===== src/rtl/vga_timing_pkg.sv =====
// Shared timing constants, FSM state and axis phase types for the VGA raster controller.
package vga_timing_pkg;

  localparam int CNT_W    = 10;

  localparam int H_ACTIVE = 640;
  localparam int H_FP     = 16;
  localparam int H_SYNC   = 96;
  localparam int H_BP     = 48;
  localparam int H_TOTAL  = H_ACTIVE + H_FP + H_SYNC + H_BP;

  localparam int V_ACTIVE = 480;
  localparam int V_FP     = 10;
  localparam int V_SYNC   = 2;
  localparam int V_BP     = 33;
  localparam int V_TOTAL  = V_ACTIVE + V_FP + V_SYNC + V_BP;

  typedef enum logic [1:0] {
    ST_IDLE  = 2'd0,
    ST_RUN   = 2'd1,
    ST_DRAIN = 2'd2
  } state_t;

  typedef enum logic [1:0] {
    PH_ACTIVE = 2'd0,
    PH_FRONT  = 2'd1,
    PH_SYNC   = 2'd2,
    PH_BACK   = 2'd3
  } phase_t;

  // Bounds are the exclusive end positions of the active, front-porch and sync regions.
  function automatic phase_t axis_phase(input logic [CNT_W-1:0] c,
                                        input logic [CNT_W-1:0] active_end,
                                        input logic [CNT_W-1:0] front_end,
                                        input logic [CNT_W-1:0] sync_end);
    phase_t ph;
    if (c < active_end) begin
      ph = PH_ACTIVE;
    end else if (c < front_end) begin
      ph = PH_FRONT;
    end else if (c < sync_end) begin
      ph = PH_SYNC;
    end else begin
      ph = PH_BACK;
    end
    return ph;
  endfunction

endpackage


===== src/rtl/vga_timing_controller_axis.sv =====
// One raster axis: wrapping position counter with wrap pulse and next-position phase decode.
module vga_axis_counter
  import vga_timing_pkg::*;
#(
  parameter int ACTIVE = H_ACTIVE,
  parameter int FRONT  = H_FP,
  parameter int SYNC   = H_SYNC,
  parameter int BACK   = H_BP
) (
  input  logic             clk,
  input  logic             reset_n,
  input  logic             en,
  output logic [CNT_W-1:0] count,
  output logic             wrap,
  output logic [CNT_W-1:0] count_nxt,
  output phase_t           phase_nxt
);

  localparam logic [CNT_W-1:0] ACT_END   = CNT_W'(ACTIVE);
  localparam logic [CNT_W-1:0] FRONT_END = CNT_W'(ACTIVE + FRONT);
  localparam logic [CNT_W-1:0] SYNC_END  = CNT_W'(ACTIVE + FRONT + SYNC);
  localparam logic [CNT_W-1:0] LAST      = CNT_W'(ACTIVE + FRONT + SYNC + BACK - 1);

  logic [CNT_W-1:0] count_r;

  // Next position and the phase it falls in, so the top can register aligned outputs.
  always_comb begin
    wrap      = en && (count_r == LAST);
    count_nxt = count_r;
    if (wrap) begin
      count_nxt = {CNT_W{1'b0}};
    end else if (en) begin
      count_nxt = count_r + CNT_W'(1);
    end else begin
      count_nxt = count_r;
    end
    phase_nxt = axis_phase(count_nxt, ACT_END, FRONT_END, SYNC_END);
  end

  // Position register.
  always_ff @(posedge clk or negedge reset_n) begin
    if (!reset_n) begin
      count_r <= {CNT_W{1'b0}};
    end else begin
      count_r <= count_nxt;
    end
  end

  assign count = count_r;

endmodule


===== src/rtl/vga_timing_controller.sv =====
// 640x480@60 VGA raster sequencer with run/stop control and registered sync/video/tick outputs.
// Optional macro VGA_GAME_TICK_EN builds a frame divider driving game_tick.
module vga_timing_controller
  import vga_timing_pkg::*;
#(
  parameter int H_ACT_P          = H_ACTIVE,
  parameter int H_FP_P           = H_FP,
  parameter int H_SYNC_P         = H_SYNC,
  parameter int H_BP_P           = H_BP,
  parameter int V_ACT_P          = V_ACTIVE,
  parameter int V_FP_P           = V_FP,
  parameter int V_SYNC_P         = V_SYNC,
  parameter int V_BP_P           = V_BP,
  parameter int SYNC_ACTIVE_HIGH = 0,
  parameter int GAME_TICK_FRAMES = 6
) (
  input  logic       clk_25MHz,
  input  logic       reset_n,
  input  logic       run,
  output logic       hsync,
  output logic       vsync,
  output logic       video_on,
  output logic [9:0] pixel_x,
  output logic [9:0] pixel_y,
  output logic       line_tick,
  output logic       frame_tick,
  output logic       busy,
  output logic       game_tick
);

  localparam logic [CNT_W-1:0] H_LAST   = CNT_W'(H_ACT_P + H_FP_P + H_SYNC_P + H_BP_P - 1);
  localparam logic [CNT_W-1:0] V_LAST   = CNT_W'(V_ACT_P + V_FP_P + V_SYNC_P + V_BP_P - 1);
  localparam logic             SYNC_ON  = (SYNC_ACTIVE_HIGH != 0) ? 1'b1 : 1'b0;
  localparam logic             SYNC_OFF = ~SYNC_ON;

  state_t           state_r;
  state_t           state_nxt_s;
  logic             cnt_en_s;
  logic             h_wrap_s;
  logic             frame_end_s;
  logic [CNT_W-1:0] h_nxt_s;
  logic [CNT_W-1:0] v_nxt_s;
  phase_t           h_ph_s;
  phase_t           v_ph_s;
  logic             act_nxt_s;
  logic             last_px_nxt_s;

  logic hsync_r, vsync_r, video_on_r, line_tick_r, frame_tick_r, busy_r;

  assign cnt_en_s = (state_r != ST_IDLE);

  vga_axis_counter #(
    .ACTIVE(H_ACT_P), .FRONT(H_FP_P), .SYNC(H_SYNC_P), .BACK(H_BP_P)
  ) u_h_axis (
    .clk      (clk_25MHz),
    .reset_n  (reset_n),
    .en       (cnt_en_s),
    .count    (pixel_x),
    .wrap     (h_wrap_s),
    .count_nxt(h_nxt_s),
    .phase_nxt(h_ph_s)
  );

  vga_axis_counter #(
    .ACTIVE(V_ACT_P), .FRONT(V_FP_P), .SYNC(V_SYNC_P), .BACK(V_BP_P)
  ) u_v_axis (
    .clk      (clk_25MHz),
    .reset_n  (reset_n),
    .en       (h_wrap_s),
    .count    (pixel_y),
    .wrap     (frame_end_s),
    .count_nxt(v_nxt_s),
    .phase_nxt(v_ph_s)
  );

  // Run/stop decision; the frame boundary is checked first so a frame is never cut short.
  always_comb begin
    state_nxt_s = state_r;
    case (state_r)
      ST_IDLE: begin
        if (run) begin
          state_nxt_s = ST_RUN;
        end else begin
          state_nxt_s = ST_IDLE;
        end
      end
      ST_RUN: begin
        if (frame_end_s) begin
          state_nxt_s = run ? ST_RUN : ST_IDLE;
        end else begin
          state_nxt_s = run ? ST_RUN : ST_DRAIN;
        end
      end
      ST_DRAIN: begin
        if (frame_end_s) begin
          state_nxt_s = ST_IDLE;
        end else begin
          state_nxt_s = run ? ST_RUN : ST_DRAIN;
        end
      end
      default: begin
        state_nxt_s = ST_IDLE;
      end
    endcase
    act_nxt_s     = (state_nxt_s != ST_IDLE);
    last_px_nxt_s = act_nxt_s && (h_nxt_s == H_LAST) && (v_nxt_s == V_LAST);
  end

  // State and outputs, decoded from the next position so they line up with pixel_x/pixel_y.
  always_ff @(posedge clk_25MHz or negedge reset_n) begin
    if (!reset_n) begin
      state_r      <= ST_IDLE;
      hsync_r      <= SYNC_OFF;
      vsync_r      <= SYNC_OFF;
      video_on_r   <= 1'b0;
      line_tick_r  <= 1'b0;
      frame_tick_r <= 1'b0;
      busy_r       <= 1'b0;
    end else begin
      state_r      <= state_nxt_s;
      hsync_r      <= (act_nxt_s && (h_ph_s == PH_SYNC)) ? SYNC_ON : SYNC_OFF;
      vsync_r      <= (act_nxt_s && (v_ph_s == PH_SYNC)) ? SYNC_ON : SYNC_OFF;
      video_on_r   <= act_nxt_s && (h_ph_s == PH_ACTIVE) && (v_ph_s == PH_ACTIVE);
      line_tick_r  <= act_nxt_s && (h_nxt_s == H_LAST);
      frame_tick_r <= last_px_nxt_s;
      busy_r       <= act_nxt_s;
    end
  end

  assign hsync      = hsync_r;
  assign vsync      = vsync_r;
  assign video_on   = video_on_r;
  assign line_tick  = line_tick_r;
  assign frame_tick = frame_tick_r;
  assign busy       = busy_r;

`ifdef VGA_GAME_TICK_EN
  localparam logic [15:0] G_LAST = 16'(GAME_TICK_FRAMES - 1);

  logic [15:0] frame_cnt_r;
  logic        game_tick_r;

  // Frame divider; frame_cnt_r holds the index of the frame currently being drawn.
  always_ff @(posedge clk_25MHz or negedge reset_n) begin
    if (!reset_n) begin
      frame_cnt_r <= 16'd0;
      game_tick_r <= 1'b0;
    end else begin
      if (state_nxt_s == ST_IDLE) begin
        frame_cnt_r <= 16'd0;
      end else if (frame_end_s) begin
        frame_cnt_r <= (frame_cnt_r == G_LAST) ? 16'd0 : frame_cnt_r + 16'd1;
      end else begin
        frame_cnt_r <= frame_cnt_r;
      end
      game_tick_r <= last_px_nxt_s && (frame_cnt_r == G_LAST);
    end
  end

  assign game_tick = game_tick_r;
`else
  assign game_tick = 1'b0;
`endif

endmodule


===== config.mk =====
export PLATFORM = sky130hd
export DESIGN_NAME = vga_timing_controller
export DESIGN_NICKNAME = d
export VERILOG_FILES = /design/src/rtl/vga_timing_pkg.sv /design/src/rtl/vga_timing_controller_axis.sv /design/src/rtl/vga_timing_controller.sv
export SDC_FILE = /design/constraint.sdc
export NUM_CORES = 1
export LEC_CHECK = 0
export ABC_AREA = 1
export CAP_MARGIN = 40
export CORE_ASPECT_RATIO = 0.6
export CORE_MARGIN = 2
export CORE_UTILIZATION = 33
export CTS_CLUSTER_DIAMETER = 100
export DETAILED_ROUTE_END_ITERATION = 6
export DONT_BUFFER_PORTS = 1
export PLACE_DENSITY = 0.54
export SYNTH_ARGS = -nofsm -noshare
export SYNTH_HDL_FRONTEND = slang
export SYNTH_HIERARCHICAL = 1
export SYNTH_SLANG_ARGS = --single-unit

===== constraint.sdc =====
create_clock -name clk_25MHz -period 2.3 [get_ports clk_25MHz]
set_clock_uncertainty 0.15 [all_clocks]
set_input_delay 0.46 -clock clk_25MHz [delete_from_list [all_inputs] [get_ports clk_25MHz]]
set_output_delay 0.46 -clock clk_25MHz [all_outputs]
set_load 0.02 [all_outputs]

## Word level (Yosys, flattened, before mapping)

Index checks and enable logic that the tools add are counted.
Widths: inputs -> output; s select.

| operators by class | value |
|---|---|
| multiplexer cells | 17 |
| reduce and logical (&&, ||, !) cells | 13 |
| equal/unequal tests | 8 |
| $lt $le $gt $ge | 6 |
| add/sub/neg operators | 2 |

Operators with widths:

| operator | count |
|---|---|
| $eq 10x10->1 const B | 4 |
| $mux 10 | 4 |
| $lt 10x10->1 const B | 3 |
| $lt 10x9->1 const B | 3 |
| $add 10x1->10 const B | 2 |
| $mux 2 | 7 |
| $logic_and 1x1->1 | 8 |
| $eq 2x2->1 const B | 3 |
| $logic_not 2->1 | 3 |
| $pmux 2 s3 | 1 |
| $mux 1 | 5 |
| $reduce_bool 2->1 | 2 |
| $eq 2x1->1 const B | 1 |

| storage, ports and cells | value |
|---|---|
| output and inout port bits | 27 |
| logic and storage cells | 55 |
| register bits after elaboration | 28 |

## Depth between registers and ports, before layout

Gate-level depths: netlist (run 1).

| logic depth | value |
|---|---|
| depth in word-level cells | 11 |
| mapped depth | 18 |
| mapped depth without buffers | 17 |

## Cells and area by module

The synthesis (run 1) kept the hierarchy.

By module, submodules not included:

| module | area each (sq um) | instances | seq. area each (sq um) | cells an instance |
|---|---|---|---|---|
| vga_axis_counter at u_v_axis | 718.2 | 1 | 250.2 | 103 |
| vga_axis_counter at u_h_axis | 676.9 | 1 | 250.2 | 96 |
| vga_timing_controller | 397.9 | 1 | 202.7 | 49 |

## Least setup slack after synthesis (run 1)

Ideal clock, no wire load.

| timing path | value |
|---|---|
| path type | register -> register |
| start | reg u_h_axis.count_r[0], in the netlist u_h_axis/count[0] |
| end | reg video_on_r, in the netlist video_on |
| period minus slack after synthesis | 2.282 ns |
| required time | 2.073 ns |
| stages on the path, launching flop included | 16 |
| buffers on the path | 0 |
| path slack | 0.018 ns |
| library setup time | 0.077 ns |
| arrival time | 2.054 ns |
| cell sequence | dfrtp_1 > ha_1 > nand3_2 > inv_2 > nand4_1 > inv_1 > nand2_2 > nor2_4 > nand4_1 > nand3_2 > inv_2 > a21oi_2 > nor2_1 > nor2_1 > nand3_1 > a21oi_1 |

| on the way | value |
|---|---|
| longest elaborated chain between the ends | 10 |
| elaborated cells on any way between the ends | 28 |

Ends and longest elaborated chain:

| item | RTL line | RTL |
|---|---|---|
| start: declaration | vga_timing_controller_axis.sv:24 | `logic [CNT_W-1:0] count_r;` |
| start signal: assignment | vga_timing_controller_axis.sv:43 | `count_r <= {CNT_W{1'b0}};` |
| start signal: assignment | vga_timing_controller_axis.sv:45 | `count_r <= count_nxt;` |
| $eq 10x10->1 * | vga_timing_controller_axis.sv:28 | `wrap = en && (count_r == LAST);` |
| $logic_and 1x1->1 * | vga_timing_controller_axis.sv:28 |  |
| via h_wrap_s | vga_timing_controller.sv:39 | `logic h_wrap_s;` |
| $mux 10 / $logic_and 1x1->1 (equally long branches) | vga_timing_controller_axis.sv:32, vga_timing_controller_axis.sv:28 |  |
| $mux 10 * | vga_timing_controller_axis.sv:30 | `if (wrap) begin` |
| via v_nxt_s[9] | vga_timing_controller.sv:42 | `logic [CNT_W-1:0] v_nxt_s;` |
| $lt 10x9->1 | vga_timing_pkg.sv:41 | `end else if (c < sync_end) begin` |
| $mux 1 | vga_timing_pkg.sv:41 |  |
| $mux 2 | vga_timing_pkg.sv:39 | `end else if (c < front_end) begin` |
| $mux 2 * | vga_timing_pkg.sv:37 | `if (c < active_end) begin` |
| via v_ph_s[0] | vga_timing_controller.sv:44 | `phase_t v_ph_s;` |
| $logic_not 2->1 * | vga_timing_controller.sv:123 | `video_on_r <= act_nxt_s && (h_ph_s == PH_ACTIVE) && (v_ph_s == PH_ACTIVE);` |
| $logic_and 1x1->1 * | vga_timing_controller.sv:123 |  |
| end signal: assignment | vga_timing_controller.sv:123 |  |
| end: declaration | vga_timing_controller.sv:48 | `logic hsync_r, vsync_r, video_on_r, line_tick_r, frame_tick_r, busy_r;` |

Mark *: on every way through the listed nets, which the timed path passes. The rest lies on a longest branch.

## Worst setup path after layout (run 1)

| timing path | value |
|---|---|
| start | reg u_h_axis.count_r[0], in the netlist u_h_axis/count[0] |
| end | reg video_on_r, in the netlist video_on |

| on the way | value |
|---|---|
| longest elaborated chain between the ends | 10 |
| elaborated cells on any way between the ends | 28 |

Ends and longest elaborated chain:

| item | RTL line |
|---|---|
| $eq 10x10->1 * | vga_timing_controller_axis.sv:28 |
| $logic_and 1x1->1 * | vga_timing_controller_axis.sv:28 |
| via h_wrap_s | vga_timing_controller.sv:39 |
| $mux 10 / $logic_and 1x1->1 (equally long branches) | vga_timing_controller_axis.sv:32, vga_timing_controller_axis.sv:28 |
| $mux 10 * | vga_timing_controller_axis.sv:30 |
| $lt 10x9->1 | vga_timing_pkg.sv:41 |
| $mux 1 | vga_timing_pkg.sv:41 |
| $mux 2 | vga_timing_pkg.sv:39 |
| $mux 2 * | vga_timing_pkg.sv:37 |
| via v_ph_s[0] | vga_timing_controller.sv:44 |
| $logic_not 2->1 * | vga_timing_controller.sv:123 |
| $logic_and 1x1->1 * | vga_timing_controller.sv:123 |

Marked as above.

==> results of run 1 <==
[how the worst min path moves through the flow]
stage	end	from	slack, ns	cells past startpoint
after floorplan	busy$_DFF_PN0_	reset_n	0.01	0
after global placement	u_h_axis/count[1]$_DFF_PN0_	reset_n	0.02	0
after detailed placement	u_h_axis/count[0]$_DFF_PN0_	reset_n	0.01	0
after CTS	state_r[0]$_DFF_PN0_	run	0.19	2
after global routing	state_r[0]$_DFF_PN0_	run	0.22	2
final	state_r[0]$_DFF_PN0_	run	0.22	2
[sequential cells by signal (all words and copies together), names as in the netlist]
| signal | count |
|---|---|
| hsync | 1 |
| frame_tick | 1 |
| video_on | 1 |
| u_h_axis/count | 10 |
| line_tick | 1 |
| busy | 1 |
| state_r | 2 |
| vsync | 1 |
| u_v_axis/count | 10 |
[cells in the final DEF, fill, tap and decap left out, types with 4 or more instances in the layout]
master and instances:
nand3_1 19, inv_1 49, nor2_2 10, nand4_1 6
nor2_1 21, inv_2 4, nor3_1 5, buf_4 20
nand2_1 59, nand3_2 9, nand2_2 13, dfrtp_1 26
[power groups by stage]
stage | Clock, W | Combinational, W | Sequential, W
4_1_cts | 0.000401 | 0.000656 | 0.000606
6_report | 0.000390 | 0.000665 | 0.000606
2_1_floorplan | 0 | 0.000324 | 0.000728
3_5_place_dp | 0 | 0.000637 | 0.000615
5_1_grt | 0.000427 | 0.000751 | 0.000616
3_3_place_gp | 0 | 0.000632 | 0.000616
[worst register-to-register path, stage by stage (launching register included)]
cell	delay (ns)
dfrtp_1	0.36
ha_2	0.19
nand3_2	0.10
inv_2	0.09
nand4_1	0.12
inv_2	0.12
nand2_2	0.09
nor2_4	0.19
nand2_2	0.07
nand2_2	0.10
nand4_1	0.15
nor2_2	0.15
nor2_2	0.05
nor2_1	0.08
nand3_1	0.10
a21oi_2	0.11
[per-layer routing]
layer  share of wire  track usage  vias up
li1                -            -      799
met1            0.57       0.2225      677
met2            0.38       0.2143       22
met3           0.050      0.04313        2
met4          0.0022      0.02348        0
met5               0            0        -
[what timing repair did]
| action | CTS | global route |
|---|---|---|
| setup endpoints to repair | 1 | 4 |
| buffers inserted | 0 | 3 |
| hold buffers | 2 | 0 |
| pin swaps | 1 | 6 |
| gates resized for setup | 3 | 8 |
| hold endpoints to repair | 28 | 0 |
[cell families (layout without fill, tap and decap cells)]
family,after synthesis,in the layout,synth area share
AND/OR/NAND/NOR,149,149,0.4243
buffers and inverters,56,80,0.1221
adder cells (fa/ha/maj),3,3,0.02094
flip-flops,28,28,0.3922
other,1,1,0.002092
AO/OA/AOI/OAI,10,10,0.03210
multiplexers,1,1,0.006280
[stage by stage]
step                total power [W]  utilization  hold WS (ns)  setup slack, ns
floorplan                  0.001052            -       0.01441          0.01843
global placement           0.001248       0.3857       0.01525          0.03674
detailed placement         0.001252       0.3857       0.01497        -0.005334
CTS                        0.001663       0.4063        0.1940        -0.002809
global route               0.001794       0.4148        0.2153          -0.1874
finish                     0.001660       0.4148        0.2154          0.01355
[final cells by class]
class	instances	area (um2)
clock buffers	3	41.29
multi-input cells	164	897.1
repair buffers	22	180.2
clock inverters	1	30.03
fillers	532	3017
well taps	66	82.58
inverters	54	203.9
flip-flops and latches	28	703.2
==> summary.md, run 1 <==
| Metric | Value |
|---|---|
| Gate Count Post-Synth | approximately 250 |
| Synth area leaders | dfrtp_1, nand2_1, inv_1 |
| WL final | 4158 um |
| Reg power frac | 0.365 |
| Post-synth top cells | nand2_1, inv_1, dfrtp_1 |
| Area leader, netlist | dfrtp_1 |
| Critical path's slowest cell | dfrtp_1 |
| Initial drt markers | 111 |
| I/O pin cnt | 30 |
| EDFF count, synth | 0 |
| Post-DP HPWL | ~3400 um |
| Most frequent CP cell | nand2_2 |
| Worst Setup EP | video_on$_DFF_PN0_ |
| Die area | 0.006058 mm2 |
| Fin nets | 279 |
| Syn nets | about 250 |
| CP Max Fanout | 7 |
| CP Depth | 15 |
| Combinational power share | 0.400 |
| Antenna violations before repair | 0 |
| TritonCTS clock tree | built |
| Seq/Total Area, Yosys | 0.3922 |
| Mapped Avg Cell Area | 7.230 um2 |
| Startpoint Class | flip-flop |
| Number of diodes | 0 |
| Netlist Area Pre-Place | 0.001793 mm2 |
| CORE AREA | 0.005155 mm2 |
| Setup_tns | 0 ns |
| Critical Path Start | u_h_axis/count[0]$_DFF_PN0_ |
| Reg-to-Reg End | video_on$_DFF_PN0_ |
| Pleak | 1.196 nW |
| Global-route wire length before repair | 6962 um |
| Area after DPL | 0.001988 mm2 |
| Max-slew violation count | 0 |
| Endpoints failing hold | 0 |
| Layout cell share with drive strength beyond 1 | 0.2794 |
| Number of nets with antenna violations after routing | 0 |
| P per Cell Area | 776.5 mW/mm2 |
| Routed vias | 1,500 |
| Synth unique cells | 27 |
| CP delay by family, top | simple AND/OR/NAND/NOR gates |
| Core Rows | 20 |
| Critical path, cell by cell | ha_2 > nand3_2 > inv_2 > nand4_1 > inv_2 > nand2_2 > nor2_4 > nand2_2 > nand2_2 > nand4_1 > nor2_2 > nor2_2 > nor2_1 > nand3_1 > a21oi_2 |
| Design area | 0.002138 mm2 |
| Sw Share | 0.3767 |
| Worst R2R Start | u_h_axis/count[0]$_DFF_PN0_ |
| GRT overflow | 0 |
| Period Utilization, post-route | 0.9941 |
| RSZ-0062 raised after global routing | true |
| Synth top area share | 0.3629 |
| Cell Int Power | 0.001035 W |
| Clk pwr share | 0.235 |
| Inst Count DP | 329 |
| CTS H-tree lvls | 1 |
| Avg WL per Cell | 12.30 um |
| Worst vdd ir | 414.1 uV |
| Crit path buffers/inverters | 2 |
| Min Tclk post-route | 2.286 ns |
| Die Width | a little under 100 um |
| Chip height | 61.10 um |
| Setup crit end kind | flip-flop |
| PortBufs | 0 |
| Clock-pin slew of the registers on the worst-case setup and hold paths | 0.09 ns |
| Total global-route track usage | 0.1476 |
| Largest net degree at the start of global routing | 29 |
| Clk Latency, worst-skew pair | 0.28 ns |
| TritonCTS buffer count | 3 |
| CTS max path bufs | 2 |
| Switching Power | 0.0006255 W |
| Critical path class | reg2reg |
| Number of iterations in the first detailed-routing pass | 4 |
| Primary FF master, synth | dfrtp_1 |
| Max cap viols | 0 |
| Synthesis Warnings | 6 |
| Clock Sinks | 28 |
| Initial cell density of the core | 0.3478 |
| Final setup vio count | 0 |
| Crit path DAT | 2.35 ns |
| Required @ worst endpoint | 2.37 ns |
| Min-delay worst type | in2reg |
| FFs w/ async S/R, synth | 1.000 |
| Top-count cell post-synth | nand2_1 |
| Max incr delay on CP | 0.36 ns |
| Worst R2R Path Depth | 15 |
| DRC | 0 |
| Vias in the first global route | 1,450 |
| Vias per inst | between 4 and 5 |
| Placer Congestion | 0.8403 |
| Outcome | complete, no violations |
| Flop2flop setup slack | 0.01 ns |
| Register bit total from synthesis | 28 |
| Layout Cells excl Fill | 338 |
| Root Driver | clkbuf_8 |
| Upper clock frequency limit | around 0.44 GHz |
| Area growth syn-to-layout | 19.26% |
Note: power is estimated with default switching activity, not from simulation.
==> run 2: changes to the inputs <==
- ABC_AREA: 1 -> not set
- SLEW_MARGIN: not set -> 20
==> summary.md, run 2 <==
| Metric | Value |
|---|---|
| Initial drt markers | 85 (was 111) |
| Max-slew violation count | 0 (unchanged) |
| Core Rows | 20 (unchanged) |
| Crit path DAT | 2.70 ns (was 2.35 ns) |
| Worst vdd ir | 500.5 uV (was 414.1 uV) |
| DRC | 0 (unchanged) |
| Commonest non-fill, non-tap cells in the layout | buf_4, dfrtp_1, nor2_1, nand2_1, xnor2_1 (was nand2_1, inv_1, dfrtp_1, nor2_1, buf_4) |
| Final WS setup | -0.3670 ns (was 0.01355 ns) |
| Final setup vio count | 6 (was 0) |
| Chip height | 59.44 um (was 61.10 um) |
| TritonCTS buffer count | 3 (unchanged) |
| GRT busiest layer | met2 (was met1) |
| Worst R2R Start | state_r[1]$_DFF_PN0_ (was u_h_axis/count[0]$_DFF_PN0_) |
| Layout cell share with drive strength beyond 1 | 0.3894 (was 0.2794) |
| Met2 usage | 0.2480 (was 0.2143) |
| Routed vias | 1,532 (was 1,500) |
| Synth area leaders | dfrtp_1, xnor2_1, nand2_1 (was dfrtp_1, nand2_1, inv_1) |
| Failing checks | negative setup slack |
| TritonCTS clock tree | built (unchanged) |
| Critical path's slowest cell | dfrtp_1 (unchanged) |
| Register area | 705.7 um2 (was 703.2 um2) |
| Global-route wire length before repair | 7245 um (was 6962 um) |
| Die area | 0.005730 mm2 (was 0.006058 mm2) |
| Setup_tns | -1.211 ns (was 0 ns) |
| Area leader, netlist | dfrtp_1 (unchanged) |
| Total global-route track usage | 0.1660 (was 0.1476) |
| Area growth syn-to-layout | 36.64% (was 19.26%) |
| Die Width | 96.40 um (was 99.16 um) |
| Min-delay worst type | in2reg (unchanged) |
| Design area | 0.002310 mm2 (was 0.002138 mm2) |
| GR Layer Usage met3 | 0.04835 (was 0.04313) |
| Root Driver | clkbuf_8 (unchanged) |
| Outcome | complete, but fails checks (was complete, no violations) |
| Critical path, cell by cell | or2_4 > nand4_4 > nor4_4 > nand4_1 > buf_4 > xor2_1 > nor2_1 > nor4bb_1 > nand4b_1 > nor4_2 (was ha_2 > nand3_2 > inv_2 > nand4_1 > inv_2 > nand2_2 > nor2_4 > nand2_2 > nand2_2 > nand4_1 > nor2_2 > nor2_2 > nor2_1 > nand3_1 > a21oi_2) |
| EDFF count, synth | 0 (unchanged) |
| Placer Congestion | 0.9656 (was 0.8403) |
| Grt met1 use | 0.2462 (was 0.2225) |
| Fin nets | 233 (was 279) |
| Post-synth top cells | dfrtp_1, nand2_1, nor2_1 (was nand2_1, inv_1, dfrtp_1) |
| Vias in the first global route | 1,428 (was 1,450) |
| Startpoint Class | flip-flop (unchanged) |
| CP Max Fanout | 4 (was 7) |
| FFs w/ async S/R, synth | 1.000 (unchanged) |
| CTS max path bufs | 2 (unchanged) |
| Most common cell after layout, fill and taps aside | buf_4 (was nand2_1) |
| Antenna violations before repair | 0 (unchanged) |
| Vias per inst | 5.247 (was 4.438) |
| Top-count cell post-synth | dfrtp_1 (was nand2_1) |
| PortBufs | 0 (unchanged) |
| CORE AREA | 0.005005 mm2 (was 0.005155 mm2) |
| Number of diodes | 0 (unchanged) |
| Initial cell density of the core | 0.3377 (was 0.3478) |
| Endpoints failing hold | 0 (unchanged) |
| Syn nets | 179 (was 254) |
| Clock Sinks | 28 (unchanged) |
| WL final | 4552 um (was 4158 um) |
| Synth top area share | 0.3849 (was 0.3629) |
| Register bit total from synthesis | 28 (unchanged) |
| Gate Count Post-Synth | 173 (was 248) |
| Primary FF master, synth | dfrtp_1 (unchanged) |
| Min Tclk post-route | 2.667 ns (was 2.286 ns) |
| Synth unique cells | 54 (was 27) |
| Avg WL per Cell | 15.59 um (was 12.30 um) |
| I/O pin cnt | 30 (unchanged) |
| Min-Delay Startpoint | run (unchanged) |
| Fill count | 474 (was 532) |
| Critical Path Start | state_r[1]$_DFF_PN0_ (was u_h_axis/count[0]$_DFF_PN0_) |
| Pleak | 0.9959 nW (was 1.196 nW) |
| Largest net degree at the start of global routing | 29 (unchanged) |
| Upper clock frequency limit | 0.3750 GHz (was 0.4374 GHz) |
| Core Util, Final | 0.4615 (was 0.4148) |
| Area occupied by multi-input gates | 983.4 um2 (was 897.1 um2) |
| Max cap viols | 0 (unchanged) |
| RSZ-0062 raised after global routing | true (unchanged) |
| Required @ worst endpoint | 2.33 ns (was 2.37 ns) |
| Max incr delay on CP | 0.36 ns (about the same) |
| Period Utilization, post-route | 1.160 (was 0.9941) |
| Synthesis Warnings | 6 (unchanged) |
| Post-DP HPWL | 3458 um (was 3372 um) |
| Critical path class | reg2reg (unchanged) |
| Worst hold slack | 0.09413 ns (was 0.2154 ns) |
| Number of nets with antenna violations after routing | 0 (unchanged) |
| Setup crit end kind | flip-flop (unchanged) |
| Area after DPL | 0.002092 mm2 (was 0.001988 mm2) |
| Clock-pin slew of the registers on the worst-case setup and hold paths | 0.09 ns (about the same) |
| Mapped Avg Cell Area | 9.771 um2 (was 7.230 um2) |
| P per Cell Area | 682.9 mW/mm2 (was 776.5 mW/mm2) |
| Clk Latency, worst-skew pair | 0.27 ns (was 0.28 ns) |
| CTS H-tree lvls | 1 (unchanged) |
| Netlist Area Pre-Place | 0.001690 mm2 (was 0.001793 mm2) |
| Seq/Total Area, Yosys | 0.4160 (was 0.3922) |
| GRT overflow | 0 (unchanged) |
| Number of iterations in the first detailed-routing pass | 4 (unchanged) |
[run 2: repair_timing]
item,in CTS,in global routing
gates resized for setup,13,6
pin swaps,6,1
hold buffers,2,0
setup endpoints to repair,6,8
hold endpoints to repair,28,0
buffers inserted,6,3
[run 2: layout make-up]
type	instances	area share
clock buffers	4	0.02384
flip-flops and latches	28	0.3055
repair buffers	56	0.1950
inverters	8	0.01408
multi-input cells	130	0.4258
well taps	66	0.03575
[run 2: metal layers]
layer,part of all wire,up-vias
met5,0,-
met4,0.0024,0
met3,0.069,2
met2,0.44,43
met1,0.48,754
li1,-,733
[run 2: final timing paths]
kind | end | slack (ns) | cells after the start
max | frame_tick$_DFF_PN0_ | -0.37 | 10
min | state_r[1]$_DFF_PN0_ | 0.09 | 1
max reg2reg | frame_tick$_DFF_PN0_ | -0.37 | 10
min reg2reg | u_v_axis/count[8]$_DFF_PN0_ | 0.51 | 2
max in group asynchronous | vsync$_DFF_PN1_ | 1.31 | 2
min in group asynchronous | video_on$_DFF_PN0_ | 0.46 | 2
[run 2: logic make-up (layout without fill, tap and decap cells)]
kind of cell             after synthesis  count (layout)  synth area share
adder cells (fa/ha/maj)                3               3           0.02221
AND/OR/NAND/NOR                       81              81            0.2975
AO/OA/AOI/OAI                         29              29            0.1207
XOR/XNOR                              15              15           0.07772
flip-flops                            28              28            0.4160
other                                  1               1          0.002218
buffers and inverters                 15              68           0.05773
multiplexers                           1               1          0.005922
[run 2: worst max-delay path, delay by kind of cell (launching register included)]
kind / cells / cell delay, ns
buf+inv: 1 / 0.20
xor+xnor: 1 / 0.13
flops: 1 / 0.36
simple gates: 8 / 1.73
[run 2: where the power goes]
part | switching [W] | total, W | internal [W]
Combinational | 0.000373 | 0.000637 | 0.000264
Sequential | 0.0000684 | 0.000636 | 0.000567
Clock | 0.000151 | 0.000304 | 0.000153
Total | 0.000593 | 0.00158 | 0.000985
[run 2: metrics by stage]
step,instances,power [W],setup WS (ns)
3_5_place_dp,278,0.001211,-0.3647
5_1_grt,292,0.001678,-0.4613
6_report,292,0.001577,-0.3670
3_3_place_gp,278,0.001204,-0.3254
2_1_floorplan,173,0.0009891,-0.4639
4_1_cts,290,0.001585,-0.2209
